==> src/rtl/mem_refill_ctrl.sv <==
// mem_refill_ctrl: cache block refill controller on a word-serial memory bus.
// A dirty victim block is written back (words 0..7) before the missing block
// is read. Word k of a block lives in bits [255-32k -: 32].
// Optional: define MEMCTRL_CWF_EN for critical-word-first reads, which start
// at the missing word and wrap modulo the block size.
module mem_refill_ctrl #(
   parameter int BLOCK_WORDS = 8,
   parameter int ADDR_W      = 32
) (
   input  logic                      clk,
   input  logic                      rst_n,
   input  logic                      req,
   input  logic                      victim_dirty,
   input  logic [ADDR_W-1:0]         victim_addr,
   input  logic [BLOCK_WORDS*32-1:0] victim_data,
   input  logic [ADDR_W-1:0]         fill_addr,
   output logic                      busy,
   output logic                      done,
   output logic [BLOCK_WORDS*32-1:0] fill_data,
   output logic                      mem_req,
   output logic                      mem_we,
   output logic [ADDR_W-1:0]         mem_addr,
   output logic [31:0]               mem_wdata,
   input  logic [31:0]               mem_rdata,
   input  logic                      mem_ack
);

   localparam int IDX_W = $clog2(BLOCK_WORDS);
   localparam int OFF_W = IDX_W + 2;
   localparam int BLK_W = BLOCK_WORDS * 32;
   localparam int HI_W  = ADDR_W - OFF_W;
   localparam logic [IDX_W-1:0] LAST = IDX_W'(BLOCK_WORDS - 1);

   typedef enum logic [1:0] {IDLE, WB, RD, DONE} state_t;

   state_t            state;
   logic [IDX_W-1:0]  beat;     // beats completed in the current phase
   logic [IDX_W-1:0]  start;    // first word index of the read phase
   logic [HI_W-1:0]   vhi;      // victim block number (offset bits dropped)
   logic [HI_W-1:0]   fhi;      // fill block number
   logic [BLK_W-1:0]  vdata;

   logic [IDX_W-1:0]  beat_nxt;
   logic [IDX_W-1:0]  rd_idx;
   logic [IDX_W-1:0]  rd_idx_nxt;

   // Offset bits are dropped by design: memory traffic is always block-aligned.
   logic unused_bits;
   assign unused_bits = ^{fill_addr[OFF_W-1:0], victim_addr[OFF_W-1:0]};

   // Word index arithmetic wraps naturally in IDX_W bits.
   assign beat_nxt   = beat + IDX_W'(1);
   assign rd_idx     = start + beat;
   assign rd_idx_nxt = start + beat_nxt;

   function automatic logic [31:0] word_of(input logic [BLK_W-1:0] blk,
                                           input logic [IDX_W-1:0] k);
      return blk[BLK_W-32-32*int'(k) +: 32];
   endfunction

   // Control FSM with registered bus and status outputs.
   always_ff @(posedge clk or negedge rst_n) begin
      if (!rst_n) begin
         state     <= IDLE;
         beat      <= '0;
         start     <= '0;
         vhi       <= '0;
         fhi       <= '0;
         vdata     <= '0;
         busy      <= 1'b0;
         done      <= 1'b0;
         fill_data <= '0;
         mem_req   <= 1'b0;
         mem_we    <= 1'b0;
         mem_addr  <= '0;
         mem_wdata <= '0;
      end else begin
         case (state)
            IDLE: begin
               done    <= 1'b0;
               mem_req <= 1'b0;
               mem_we  <= 1'b0;
               if (req) begin
                  vhi   <= victim_addr[ADDR_W-1:OFF_W];
                  fhi   <= fill_addr[ADDR_W-1:OFF_W];
                  vdata <= victim_data;
`ifdef MEMCTRL_CWF_EN
                  start <= fill_addr[OFF_W-1:2];
`else
                  start <= '0;
`endif
                  beat  <= '0;
                  busy  <= 1'b1;
                  state <= victim_dirty ? WB : RD;
               end
            end

            // Write back victim words 0..7; first cycle only launches beat 0.
            WB: begin
               if (!mem_req) begin
                  mem_req   <= 1'b1;
                  mem_we    <= 1'b1;
                  mem_addr  <= {vhi, beat, 2'b00};
                  mem_wdata <= word_of(vdata, beat);
               end else if (mem_ack) begin
                  if (beat == LAST) begin
                     // Roll straight into the read phase without a bus gap.
                     beat     <= '0;
                     state    <= RD;
                     mem_we   <= 1'b0;
                     mem_addr <= {fhi, start, 2'b00};
                  end else begin
                     beat      <= beat_nxt;
                     mem_addr  <= {vhi, beat_nxt, 2'b00};
                     mem_wdata <= word_of(vdata, beat_nxt);
                  end
               end
            end

            // Read the fill block, storing each word at its own position.
            RD: begin
               if (!mem_req) begin
                  mem_req  <= 1'b1;
                  mem_we   <= 1'b0;
                  mem_addr <= {fhi, start, 2'b00};
               end else if (mem_ack) begin
                  fill_data[BLK_W-32-32*int'(rd_idx) +: 32] <= mem_rdata;
                  if (beat == LAST) begin
                     beat    <= '0;
                     mem_req <= 1'b0;
                     done    <= 1'b1;
                     state   <= DONE;
                  end else begin
                     beat     <= beat_nxt;
                     mem_addr <= {fhi, rd_idx_nxt, 2'b00};
                  end
               end
            end

            // One-cycle completion; req seen here waits for IDLE.
            DONE: begin
               done    <= 1'b0;
               busy    <= 1'b0;
               mem_req <= 1'b0;
               mem_we  <= 1'b0;
               state   <= IDLE;
            end

            default: state <= IDLE;
         endcase
      end
   end

endmodule

==> config.mk <==
export PLATFORM = sky130hd
export DESIGN_NAME = mem_refill_ctrl
export DESIGN_NICKNAME = d
export VERILOG_FILES = /design/src/rtl/mem_refill_ctrl.sv
export SDC_FILE = /design/constraint.sdc
export NUM_CORES = 1
export LEC_CHECK = 0
export CORE_AREA = 2 2 267 269
export DETAILED_ROUTE_END_ITERATION = 10
export DIE_AREA = 0 0 269 271
export GPL_TIMING_DRIVEN = 0
export PLACE_DENSITY_LB_ADDON = 0.08
export SYNTH_ARGS = -nofsm -noshare
export SYNTH_HDL_FRONTEND = slang
export SYNTH_SLANG_ARGS = --single-unit
==> constraint.sdc <==
create_clock -name clk -period 3.4 [get_ports clk]
set_clock_uncertainty 0.1 [all_clocks]
set_input_delay 0.85 -clock clk [delete_from_list [all_inputs] [get_ports clk]]
set_output_delay 0.85 -clock clk [all_outputs]
set_load 0.03 [all_outputs]
* After elaboration in Yosys (flattened, before gate mapping)
Cells that the tools add are included.
** Operators by class
- $add $sub $neg :: 4
- Eq/ne operators :: 20
- Shifts and indexed selects :: 4
- Muxes and demuxes :: 40
- Reductions and logical operators :: 16
** Operators with widths (number)
- $shiftx 256x9->32 :: 2
- $mux 32 :: 9
- $bwmux 256 :: 1
- $shift 32x33->256 const A :: 1
- $shiftx 32x33->256 :: 1
- $pmux 32 s2 :: 1
- $neg 9->33 :: 1
- $ne 2x2->1 const B :: 9
- $sub 8x8->9 const A :: 2
- $mux 2 :: 8
- $mux 3 :: 4
- $ne 3x3->1 const B :: 4
- $reduce_and 4->1 :: 3
- $mux 1 :: 11
- $reduce_and 3->1 :: 3
- $pmux 2 s4 :: 1
- $reduce_bool 2->1 :: 4
- $reduce_and 7->1 :: 1
- $ne 2x1->1 const B :: 3
- $pmux 1 s3 :: 2
- $pmux 3 s2 :: 1
- $eq 2x2->1 const B :: 2
- $pmux 1 s2 :: 2
- $reduce_and 2->1 :: 2
- 5 further kinds :: 6
** Storage, ports and cells
- Flip-flop bits (word level) :: 639
- Input bits :: 357
- Logic and storage cells :: 96

* Longest topological paths before layout
- Word-level depth :: 6
- Mapped depth :: 10
- Mapped depth without buffers :: 6

* Worst setup path before layout
No wires, ideal clock.
- Kind :: reg2reg
- From :: register beat[0]
- To :: register mem_wdata[28]
- Setup time :: 141 ps
- Arrival :: 2146 ps
- Setup slack :: 1013 ps
- Stages on the path, launching flop included :: 10
- Path buffers :: 3
- Period minus slack after synthesis :: 2387 ps
- Cells stage by stage :: dfrtp_1 -> buf_2 -> inv_1 -> ha_1 -> buf_2 -> mux2_4 -> nor2_1 -> clkbuf_1 -> a32o_1 -> o31ai_1
** Between the ends
- Word-level cells in the longest chain between the ends :: 6
** RTL lines
- start: declaration :: line 37 : logic [IDX_W-1:0] beat;
- start signal: assignment :: line 113 : beat <= beat_nxt;
- start signal: assignment :: line 134 : beat <= beat_nxt;
- $add 3x1->3 :: line 52 : assign beat_nxt = beat + IDX_W'(1);
- $sub 8x8->9 :: line 58 : return blk[BLK_W-32-32*int'(k) +: 32];
- $shiftx 256x9->32 :: line 58
- $mux 32 :: line 106 : if (beat == LAST) begin
- $mux 32 :: line 105 : end else if (mem_ack) begin
- $mux 32 :: line 100 : if (!mem_req) begin
- end signal: assignment :: line 104 : mem_wdata <= word_of(vdata, beat);
- end signal: assignment :: line 115 : mem_wdata <= word_of(vdata, beat_nxt);
- end: declaration :: line 23 : output logic [31:0] mem_wdata,
Several ways; a longest one is shown, not always the timed one. The select of a mux whose other input is x is not followed.
A chain may end at the register's enable or synchronous reset.

* Worst setup path after layout
- From :: register beat[1]
- To :: register mem_wdata[12]
Same word-level chain as after synthesis.

==> reports/qor.yml <==
routing:
  route.met2.wl_um: 50700
  drc: 0
  drt_iter0_drc: 1311
  vias: 21100
  vias_per_cell: 5.17
  wl_met1_um: 39300
  ant_nets: 0
  drt_first_pass_iters: 5
  routed_wl_um: 101000
  routed.top_layer: "met5"
  wire_per_inst_um: 24.8
  routed-wl-met3_um: 7630
floorplanning:
  io_pins: 681
  die_w_um: 269
  core_area_um2: 69800
  fp.dieH_um: 271
  die_area_um2: 72900
  initial_core_util_pct: 38.5
  rows: 97
grt:
  gr-total-overflow: 0
  grt_pass1_wl_um: 146000
  grt_pass1_vias: 21700
  antenna_found_initial: 45
  grt_max_degree: 121
  grt_usage_pct: 27.4
power_and_ir_drop:
  vdd_ir_drop_max_uv: 420
  p_leak_nw: 16.1
  power_per_cell_area_nw_per_um2: 990
  finalPower_mw: 36.7
sta:
  hold_viol_final: 0
  tightest_slew_ps: 1290
  drv_slew: 0
  fin_crit_sh_pct: 95.9
  rsz0062_at_grt: "no"
  holdWs_ps: 88.9
  min_period_ps: 3260
  relSlewSlack_pct: 13.9
  setup_viol: 0
  fmax_ghz: 0.307
clock_network:
  clk_pin_slew_ps: 50
  cts_buffers: 73
  clock-sinks: 637
  cts_root_buf: "clkbuf_16"
  clock_latency_ps: 600
  htreeDepth: 3
  cts_tree: "yes"
  clk_path_buf_depth: 3
flow_run:
  maxCapViolCount: 0
yosys:
  yosysSeqAreaShare_pct: 59.3
  synth.distinct_cells: 41
  synth_common_cells: "dfrtp_1, nand2_1, mux2_2, o21ai_0, clkbuf_1"
  ys_seq_elements: 637
  ys_top_cells_by_area: "dfrtp_1, mux2_2, nand2_1, o21ai_0, mux2i_1"
  syn_avg_cell_area_um2: 11.5
  synth_top_area_share_pct: 59.3
  synth.most_common_cell: "dfrtp_1"
  synth_edf_count: 0
  synth_top_area_cell: "dfrtp_1"
  ys.flop_type: "dfrtp_1"
  netlist_area_um2: 26900
  yosysWarnings: 0
  async_flop_share_pct: 100
  syn_inst: 2335
setup_path:
  cp_num_buf_inv: 2
  crit_family: "simple AND/OR/NAND/NOR gates"
  crit_chain: "ha_1 > ha_1 > clkbuf_1 > mux2_4 > nor2_1 > buf_2 > a32o_1 > o31ai_2"
  critPathSlowestCell: "nor2_1"
  crit_required_ps: 3760
  critPathCaptureType: "flip-flop"
  cpPeakStageDelay_ps: 630
  worst-endpoint-arrival_ps: 3620
  path_max_fanout: 10
  criticalPathCategory: "reg2reg"
  critPathLaunchType: "flip-flop"
  path_common_cell: "ha_1"
placement:
  place.gp.congestion: 0.854
  post_dp_cell_area_um2: 34600
  port_buffers: 642
  dp.final_hpwl_um: 76500
finish:
  area_growth_pct: 37.8
  final_area_um2: 37000
  fill_cells: 6172
  fin_nets: 3433
  layout-drive-gt1-share_pct: 16.5
run_status:
  outcome: "completed"
hold_path:
  hp-class: "in2async"
[flip-flops by register name, summed over array words and instances, names as in the netlist]
register   cells
beat           3
mem_we         1
mem_wdata     32
fhi           27
fill_data    256
vdata        256
mem_req        1
busy           1
done           1
vhi           27
state          2
mem_addr      30
[worst reg2reg max path: stages (launching register included)]
cell,delay (ps)
dfrtp_1,490
ha_1,260
ha_1,270
clkbuf_1,180
mux2_4,390
nor2_1,630
buf_2,380
a32o_1,340
o31ai_2,80
[cell type report]
type                       instances  area, µm²  share of cell area, %
sequential                       637      15900                   43.0
multi-input combinational       1440       9910                   26.8
timing repair buffer             653       6630                   17.9
clock buffer                     113       2150                   5.80
tap                              940       1180                   3.18
buffer                           185        774                   2.09
inverter                          73        274                  0.740
clock inverter                    10       93.8                  0.253
antenna                           29       72.6                  0.196
[worst paths after layout]
path,startpoint,slack (ps),cells past startpoint,endpoint
min in group clk,fill_data[122],380,2,fill_data[122]
worst max-delay path,beat[1],140,8,mem_wdata[12]
worst min register to register,fill_data[122],380,2,fill_data[122]
worst max register to register,beat[1],140,8,mem_wdata[12]
max in group asynchronous,rst_n,890,5,vdata[222]
worst min-delay path,rst_n,90,1,fill_data[208]
[cell families (layout without fill, tap and decap cells)]
kind of cell	count (synthesis)	count (layout)	share of synthesized area (%)
and+or+nand+nor	612	612	9.16
muxes	451	451	18.5
DFF	637	637	59.3
adders and majority gates	13	13	0.605
AOI/OAI and AO/OA	362	362	8.50
buffers and inverters	259	1034	3.91
other	1	31	0.0140
[metal layers]
layer  GRT usage (%)  vias to the layer above
met1            32.8                    10700
met5               0                        -
met4            10.9                       36
met2            46.0                      709
met3            8.26                      196
li1                -                     9471
[cell usage in the layout (no fill, tap or decap), types with 2 or more instances in the layout]
cell type and n:
buf_6 4, nand3_1 70, clkbuf_8 15, nor2_1 31
clkdlybuf4s50_1 641, nand4b_1 2, o31ai_2 10, nor2_2 4
inv_1 73, a32o_1 64, buf_2 26, and2_0 2
o21ai_0 223, buf_1 11, o31ai_1 22, diode_2 29
and4b_1 2, nand4_1 3, ha_1 13, mux2i_4 2
clkbuf_2 2, buf_16 6, dfrtp_1 637, and2_1 4
mux2_4 2, clkinv_2 6, clkbuf_16 74, mux2_2 344
buf_4 9, clkbuf_1 162, a21oi_1 35, nor2b_1 4
nand2_1 484, inv_6 2, mux2i_1 103, conb_1 2
[through the flow]
step	TNS, ps	instances	setup WS, ps	utilization (%)
after global routing	0	4074	7.38	53.0
after floorplan	0	2336	1010	-
after detailed placement	-27530	3924	-431	49.7
after CTS	0	4047	1.25	52.9
after global placement	-	3918	-27160	49.4
final	0	4080	140	53.1
[where the power goes]
part | internal (mW) | total [mW] | switching (mW)
combinational | 6.95 | 16.8 | 9.86
clock | 4.40 | 7.51 | 3.11
sequential | 10.7 | 12.4 | 1.68
[repair_timing]
action / in CTS / in global routing
endpoints found under the setup margin: 30 / 92
resized for setup: 5 / 5
hold buffers: 0 / 0
pin swaps: 0 / 1
gates cloned: 0 / 0
buffers inserted: 0 / 5
No activity file was read; power rests on OpenSTA's default activity.
